**src/rtl/divider_scheduler_pkg.sv**
```systemverilog
`default_nettype none
// ============================================================================
// Module      : divider_scheduler_pkg
// Description : Shared state encodings, response error codes and index helper
//               for the shared-divider scheduler.
// Revision    : 1.0 - initial release
// ============================================================================
package divider_scheduler_pkg;

    typedef enum logic [1:0] {
        S_IDLE  = 2'd0,
        S_ISSUE = 2'd1,
        S_WAIT  = 2'd2,
        S_RESP  = 2'd3
    } state_t;

    localparam logic [1:0] ERR_OK   = 2'b00;
    localparam logic [1:0] ERR_DIV0 = 2'b01;
    localparam logic [1:0] ERR_TMO  = 2'b10;

    // Modular add for requester indices; step is always below n.
    function automatic int wrap_add(input int base, input int step, input int n);
        int s;
        s = base + step;
        if (s >= n) begin
            s = s - n;
        end
        return s;
    endfunction

endpackage
`default_nettype wire

```
**src/rtl/divider_scheduler_rr_arbiter.sv**
```systemverilog
`default_nettype none
// ============================================================================
// Module      : rr_arbiter
// Description : Combinational round-robin pick: first requesting index at or
//               above the pointer, wrapping at NREQ. One-hot grant plus index.
// Revision    : 1.0 - initial release
// ============================================================================
module rr_arbiter
    import divider_scheduler_pkg::*;
#(
    parameter int NREQ = 4,
    parameter int IDW  = 2
) (
    input  logic [NREQ-1:0] i_req,
    input  logic [IDW-1:0]  i_ptr,
    output logic [NREQ-1:0] o_grant,
    output logic [IDW-1:0]  o_idx,
    output logic            o_any
);

    always_comb begin
        o_grant = '0;
        o_idx   = '0;
        o_any   = 1'b0;
        for (int k = 0; k < NREQ; k++) begin
            if (!o_any && i_req[wrap_add(int'(i_ptr), k, NREQ)]) begin
                o_any   = 1'b1;
                o_idx   = IDW'(wrap_add(int'(i_ptr), k, NREQ));
                o_grant[wrap_add(int'(i_ptr), k, NREQ)] = 1'b1;
            end
        end
    end

endmodule
`default_nettype wire

```
**src/rtl/divider_scheduler.sv**
```systemverilog
`default_nettype none
// ============================================================================
// Module      : divider_scheduler
// Description : Round-robin front end sharing one iterative divider core among
//               NREQ requesters; handles divide-by-zero and core timeouts.
// Revision    : 1.0 - initial release
// ============================================================================
module divider_scheduler
    import divider_scheduler_pkg::*;
#(
    parameter int NREQ    = 4,
    parameter int WIDTH   = 8,
    parameter int IDW     = 2,
    parameter int TIMEOUT = 31
) (
    input  logic                  clk,
    input  logic                  reset,
    input  logic [NREQ-1:0]       req_valid,
    output logic [NREQ-1:0]       req_ready,
    input  logic [NREQ*WIDTH-1:0] req_dividend,
    input  logic [NREQ*WIDTH-1:0] req_divisor,
    output logic                  core_start,
    output logic [WIDTH-1:0]      core_dividend,
    output logic [WIDTH-1:0]      core_divisor,
    input  logic                  core_done,
    input  logic [WIDTH-1:0]      core_quotient,
    input  logic [WIDTH-1:0]      core_remainder,
    output logic                  rsp_valid,
    input  logic                  rsp_ready,
    output logic [IDW-1:0]        rsp_id,
    output logic [WIDTH-1:0]      rsp_quotient,
    output logic [WIDTH-1:0]      rsp_remainder,
    output logic [1:0]            rsp_error
);

    localparam int c_CNT_W = $clog2(TIMEOUT + 1);

    state_t               r_state;
    logic [IDW-1:0]       r_ptr;
    logic [IDW-1:0]       r_id;
    logic                 r_core_start;
    logic [WIDTH-1:0]     r_core_dividend;
    logic [WIDTH-1:0]     r_core_divisor;
    logic                 r_rsp_valid;
    logic [WIDTH-1:0]     r_rsp_quotient;
    logic [WIDTH-1:0]     r_rsp_remainder;
    logic [1:0]           r_rsp_error;
    logic [c_CNT_W-1:0]   r_cnt;

    logic [NREQ-1:0]      w_grant;
    logic [IDW-1:0]       w_idx;
    logic                 w_any;
    logic [WIDTH-1:0]     w_dividend;
    logic [WIDTH-1:0]     w_divisor;

    rr_arbiter #(
        .NREQ (NREQ),
        .IDW  (IDW)
    ) u_arb (
        .i_req   (req_valid),
        .i_ptr   (r_ptr),
        .o_grant (w_grant),
        .o_idx   (w_idx),
        .o_any   (w_any)
    );

    assign w_dividend = req_dividend[int'(w_idx)*WIDTH +: WIDTH];
    assign w_divisor  = req_divisor[int'(w_idx)*WIDTH +: WIDTH];

    // Ready is masked by reset so it reads zero while reset is asserted.
    assign req_ready = (r_state == S_IDLE && !reset) ? w_grant : '0;

    always_ff @(posedge clk or posedge reset) begin
        if (reset) begin
            r_state         <= S_IDLE;
            r_ptr           <= '0;
            r_id            <= '0;
            r_core_start    <= 1'b0;
            r_core_dividend <= '0;
            r_core_divisor  <= '0;
            r_rsp_valid     <= 1'b0;
            r_rsp_quotient  <= '0;
            r_rsp_remainder <= '0;
            r_rsp_error     <= ERR_OK;
            r_cnt           <= '0;
        end else begin
            r_core_start <= 1'b0;
            case (r_state)
                S_IDLE: begin
                    if (w_any) begin
                        r_id            <= w_idx;
                        r_core_dividend <= w_dividend;
                        r_core_divisor  <= w_divisor;
                        if (w_divisor == '0) begin
                            r_rsp_quotient  <= '1;
                            r_rsp_remainder <= w_dividend;
                            r_rsp_error     <= ERR_DIV0;
                            r_rsp_valid     <= 1'b1;
                            r_state         <= S_RESP;
                        end else begin
                            r_core_start <= 1'b1;
                            r_state      <= S_ISSUE;
                        end
                    end
                end
                S_ISSUE: begin
                    r_cnt   <= '0;
                    r_state <= S_WAIT;
                end
                S_WAIT: begin
                    r_cnt <= r_cnt + c_CNT_W'(1);
                    // Count zero is the blanking cycle: done may still show the previous result.
                    if (r_cnt != '0 && core_done) begin
                        r_rsp_quotient  <= core_quotient;
                        r_rsp_remainder <= core_remainder;
                        r_rsp_error     <= ERR_OK;
                        r_rsp_valid     <= 1'b1;
                        r_state         <= S_RESP;
                    end else if (r_cnt == c_CNT_W'(TIMEOUT - 1)) begin
                        r_rsp_quotient  <= '0;
                        r_rsp_remainder <= '0;
                        r_rsp_error     <= ERR_TMO;
                        r_rsp_valid     <= 1'b1;
                        r_state         <= S_RESP;
                    end
                end
                S_RESP: begin
                    if (rsp_ready) begin
                        r_rsp_valid <= 1'b0;
                        r_ptr       <= IDW'(wrap_add(int'(r_id), 1, NREQ));
                        r_state     <= S_IDLE;
                    end
                end
                default: begin
                    r_state <= S_IDLE;
                end
            endcase
        end
    end

    assign core_start    = r_core_start;
    assign core_dividend = r_core_dividend;
    assign core_divisor  = r_core_divisor;
    assign rsp_valid     = r_rsp_valid;
    assign rsp_id        = r_id;
    assign rsp_quotient  = r_rsp_quotient;
    assign rsp_remainder = r_rsp_remainder;
    assign rsp_error     = r_rsp_error;

endmodule
`default_nettype wire

```
**config.mk**
```make
export PLATFORM = sky130hd
export DESIGN_NAME = divider_scheduler
export DESIGN_NICKNAME = d
export VERILOG_FILES = /design/src/rtl/divider_scheduler_pkg.sv /design/src/rtl/divider_scheduler_rr_arbiter.sv /design/src/rtl/divider_scheduler.sv
export SDC_FILE = /design/constraint.sdc
export NUM_CORES = 1
export LEC_CHECK = 0
export ABC_AREA = 1
export CAP_MARGIN = 10
export CELL_PAD_IN_SITES_DETAIL_PLACEMENT = 1
export CELL_PAD_IN_SITES_GLOBAL_PLACEMENT = 1
export CORE_UTILIZATION = 32
export DETAILED_ROUTE_END_ITERATION = 10
export GPL_TIMING_DRIVEN = 0
export PLACE_DENSITY = 0.85
export SLEW_MARGIN = 20
export SYNTH_ARGS = -nofsm -noshare
export SYNTH_HDL_FRONTEND = slang
export SYNTH_SLANG_ARGS = --single-unit
```
**constraint.sdc**
```tcl
create_clock -name clk -period 6.3 [get_ports clk]
set_clock_uncertainty 0.15 [all_clocks]
set_input_delay 1.575 -clock clk [delete_from_list [all_inputs] [get_ports clk]]
set_output_delay 1.575 -clock clk [all_outputs]
set_load 0.01 [all_outputs]
```
==> impl_table.tex <==
\begin{tabular}{lr}
\hline
Metric & Value \\
\hline
\multicolumn{2}{l}{\textbf{Placed design}} \\
\quad Half-perimeter wire length of the detailed placement result & $\sim$8700 um \\
\quad Count of input and output buffers & around 130 \\
\quad Final GP Congestion & $\sim$0.90 \\
\quad Post-Place Cells & between 700 and 800 \\
\multicolumn{2}{l}{\textbf{STA}} \\
\quad Total Negative Setup Slacks & 0 ns \\
\quad Number of hold-slack violations in the final timing report & 0 \\
\quad Post-Route Hold Slack & between 0.3 and 0.4 ns \\
\quad Shortest period the worst path allows & 5.40 ns \\
\quad Transition time at the pin with the least slew margin & around 0.53 ns \\
\quad RSZ-0062 raised after global routing & false \\
\quad \# setup viols final & 0 \\
\quad Max-slew violation count & 0 \\
\quad Slew headroom & between 60 and 70\% \\
\quad Fmax & between 150 and 200 MHz \\
\quad Period Utilization, post-route & about 86\% \\
\multicolumn{2}{l}{\textbf{Clock tree}} \\
\quad Worst-path clk slew & about 0.09 ns \\
\quad Maximum clock insertion buffer count & 2 \\
\quad Number of setup buffers added after CTS & 0 \\
\quad Post-CTS Hold Buffers & 0 \\
\quad Clock buffer count from CTS & 5 \\
\quad Max H-tree Level & 2 \\
\quad \# resized after CTS & 0 \\
\quad Root Driver & clkbuf\_8 \\
\quad CTS tree & yes \\
\quad Sink Count & between 40 and 50 \\
\quad Clock latency reported for the late side of the worst-skew pair & 0.30 ns \\
\multicolumn{2}{l}{\textbf{Routing}} \\
\quad Met3 Routed Length & between 400 and 500 um \\
\quad Met2 wirelength from detailed routing & 5570 um \\
\quad DRC violations left & 0 \\
\quad Final routed wire length divided by cell count & 14.9 um \\
\quad Metal1 wirelength & $\sim$4700 um \\
\quad Vias per Instance & approximately 5.0 \\
\quad DRT Pass-1 Iters & 4 \\
\quad Total wire length & 10900 um \\
\quad Post-route ant nets & 0 \\
\quad Top routing layer in use & met4 \\
\quad Initial detailed-routing violation count & around 120 \\
\quad Total number of vias & between 3000 and 4000 \\
\multicolumn{2}{l}{\textbf{Worst setup path}} \\
\quad R2r endpoint & rsp\_remainder[6] \\
\quad Setup CP Type & in2out \\
\quad Cells on worst reg2reg path & 18 \\
\quad Biggest fanout along the worst timing path & 6 \\
\quad Worst Path Required & between 4 and 5 ns \\
\quad Crit Reg-Reg Startpoint & r\_ptr[1] \\
\quad Data arrival at the endpoint of the critical path & about 3.7 ns \\
\quad R2R Setup Slk & approximately 3.0 ns \\
\quad Category of the worst setup path launch point & input port \\
\quad Endpoint class of the critical path & output port \\
\multicolumn{2}{l}{\textbf{Power and ir drop}} \\
\quad Cell internal pwr & 0.00140 W \\
\quad Sequential share of power & around a fifth \\
\quad Clock group share of total power & under 10\% \\
\quad Leak & between 2 and 2.5 nW \\
\quad Sw Pwr & 0.00144 W \\
\quad IR drop worst, VDD & roughly 0.2 mV \\
\quad Switching part of the total & 50.8\% \\
\quad Combinational fraction of design power & a little under three quarters \\
\quad Pwr Density & slightly below 600 mW/mm2 \\
\multicolumn{2}{l}{\textbf{Logic synthesis}} \\
\quad Mean Syn Cell Area & 6.96 um2 \\
\quad Synthesized netlist net count & 563 \\
\quad Leading cell types by count after synthesis & 172 x nand2\_1, 86 x nand3\_1, 47 x dfrtp\_1 \\
\quad Sequential-to-total area share from yosys stat & between 30\% and 40\% \\
\quad Seq cells post-synth & 47 \\
\quad Top cell type by total area after synthesis & dfrtp\_1 \\
\quad Most used DFF post-synth & dfrtp\_1 \\
\quad Warning count from the yosys run & 0 \\
\quad Top-area cell type share of the netlist area & approximately 37\% \\
\quad Most frequent cell after synthesis & nand2\_1 \\
\quad Share of flip-flops with an asynchronous set or reset & between 90\% and 100\% \\
\quad Post-synthesis instance area & 0.00322 mm2 \\
\quad Netlist cell types & 32 \\
\quad Count of mapped cells out of synthesis & about 460 \\
\quad Cell types with the largest area share after synthesis & dfrtp\_1 37\%, nand2\_1 20\%, nand3\_1 13\% \\
\quad Count of flip-flops with a built-in enable after synthesis & 0 \\
\multicolumn{2}{l}{\textbf{Worst hold path}} \\
\quad WHS Endpoint & rsp\_error[1] \\
\quad Worst hold path cell count & 2 \\
\quad Min-Delay Startpoint & rsp\_error[1] \\
\quad Min-delay worst type & reg2reg \\
\multicolumn{2}{l}{\textbf{GRT}} \\
\quad Global-route wire length before repair & roughly 17000 um \\
\quad Antenna violations before repair & 0 \\
\quad Final global-route overflow total & 0 \\
\quad Global-route usage over all layers & between 20\% and 30\% \\
\quad Pin count of the biggest net entering global routing & 27 \\
\quad Vias in the first global route & 3674 \\
\multicolumn{2}{l}{\textbf{Cells and area}} \\
\quad Final std cells w/o fill & 734 \\
\quad Combined area of the multi-input logic cells & between 0.0015 and 0.002 mm2 \\
\quad Layout overhead on the synthesized area & 50.0\% \\
\quad Final-layout fill cell count & 1255 \\
\quad Sequential standard cell area & 0.00118 mm2 \\
\quad Share of post-route cells with drive strength above 1 & under 10\% \\
\quad Antenna Diode Count & 0 \\
\quad Number of nets in the layout & 700 \\
\multicolumn{2}{l}{\textbf{Run}} \\
\quad Max-Cap Viols & 0 \\
\multicolumn{2}{l}{\textbf{Die}} \\
\quad Overall die area & around 0.010 mm2 \\
\quad Site row count & 36 \\
\quad Die extent in x & just over 100 um \\
\quad Die Span Y & approximately 100 um \\
\quad Total I/O pin count & 130 \\
\quad Starting Density & between 30\% and 40\% \\
\quad Core Region & between 0.009 and 0.01 mm2 \\
\multicolumn{2}{l}{\textbf{Outcome}} \\
\quad Status & completed \\
\hline
\end{tabular}
registers in the layout, summed over array words and instances (netlist names):
register and flops:
core_dividend 8, core_divisor 8, rsp_quotient 8, rsp_remainder 8, r_cnt 5, r_ptr 2
r_state 2, rsp_error 2, rsp_id 2, core_start 1, rsp_valid 1
cell type report:
cell class              count  share of cell area (%)
plain buffers              21                    2.62
clock buffers               6                    1.50
clock inverters             2                    1.24
inverters                  32                    2.49
multi-input cells         363                    37.2
flip-flops and latches     47                    24.3
well taps                 133                    3.44
repair buffers            130                    27.1
kinds of logic (layout without fill, tap and decap cells):
group | Yosys count | after routing | share of synthesized area, %
xor gates and xnor gates | 1 | 1 | 0.272
DFF | 47 | 47 | 36.5
AOI/OAI and AO/OA | 53 | 53 | 8.93
buffers and inverters | 53 | 191 | 7.65
adders and majority gates | 12 | 12 | 4.66
and+or+nand+nor | 297 | 297 | 42.0
stage by stage:
step                setup WS, ns  utilization [%]  power [W]  area (um2)
finish                     0.903             49.4    0.00284        4830
global route               0.709             49.4    0.00313        4830
CTS                        0.903             49.4    0.00287        4830
detailed placement         0.911             48.1    0.00259        4700
global placement            1.04             47.9    0.00249        4680
floorplan                   2.13                -    0.00185        3220
critical path, stage by stage:
cell and delay [ns]:
clkdlybuf4s50_1 0.46, inv_1 0.10, nand2_1 0.09, nand3_2 0.11, nand2_4 0.09, a21oi_2 0.14
nand2_1 0.12, o22ai_1 0.16, a21oi_1 0.06, o21ai_0 0.10, nand2_1 0.07, inv_1 0.06
clkdlybuf4s50_1 0.53
how the worst max path moves through the flow:
stage | from | to | slack [ns]
after floorplan | req_valid[1] | req_ready[0] | 2.13
after global placement | req_valid[0] | req_ready[0] | 1.04
after detailed placement | req_valid[0] | req_ready[2] | 0.91
after CTS | req_valid[0] | req_ready[2] | 0.90
after global routing | req_valid[0] | req_ready[2] | 0.71
final | req_valid[0] | req_ready[2] | 0.90
placed cells by master, fill, tap and decap left out, types with 3 or more instances in the layout:
master,count
inv_2,4
clkbuf_1,10
nand3_1,86
nand2_1,172
o21ai_0,37
inv_1,27
clkdlybuf4s50_1,129
clkbuf_8,5
ha_1,12
dfrtp_1,47
nor2_1,13
buf_4,8
nand2_2,5
nand2_4,5
nor3_1,3
nand3_2,4
a21oi_1,7
power by group through the flow:
stage               Combinational (W)  Clock (W)  Sequential [W]
floorplan                     0.00126          0        0.000590
global placement              0.00195          0        0.000546
detailed placement            0.00203          0        0.000557
CTS                           0.00205   0.000267        0.000553
global route                  0.00229   0.000276        0.000567
finish                        0.00202   0.000264        0.000552
metal layers:
metal  vias to the layer above  GRT usage, %
met1                      1747          25.6
met2                        92          38.0
li1                       1783             -
met5                         -             0
met3                        17          3.69
met4                         0          6.04
Note: power is estimated with default switching activity, not from simulation.
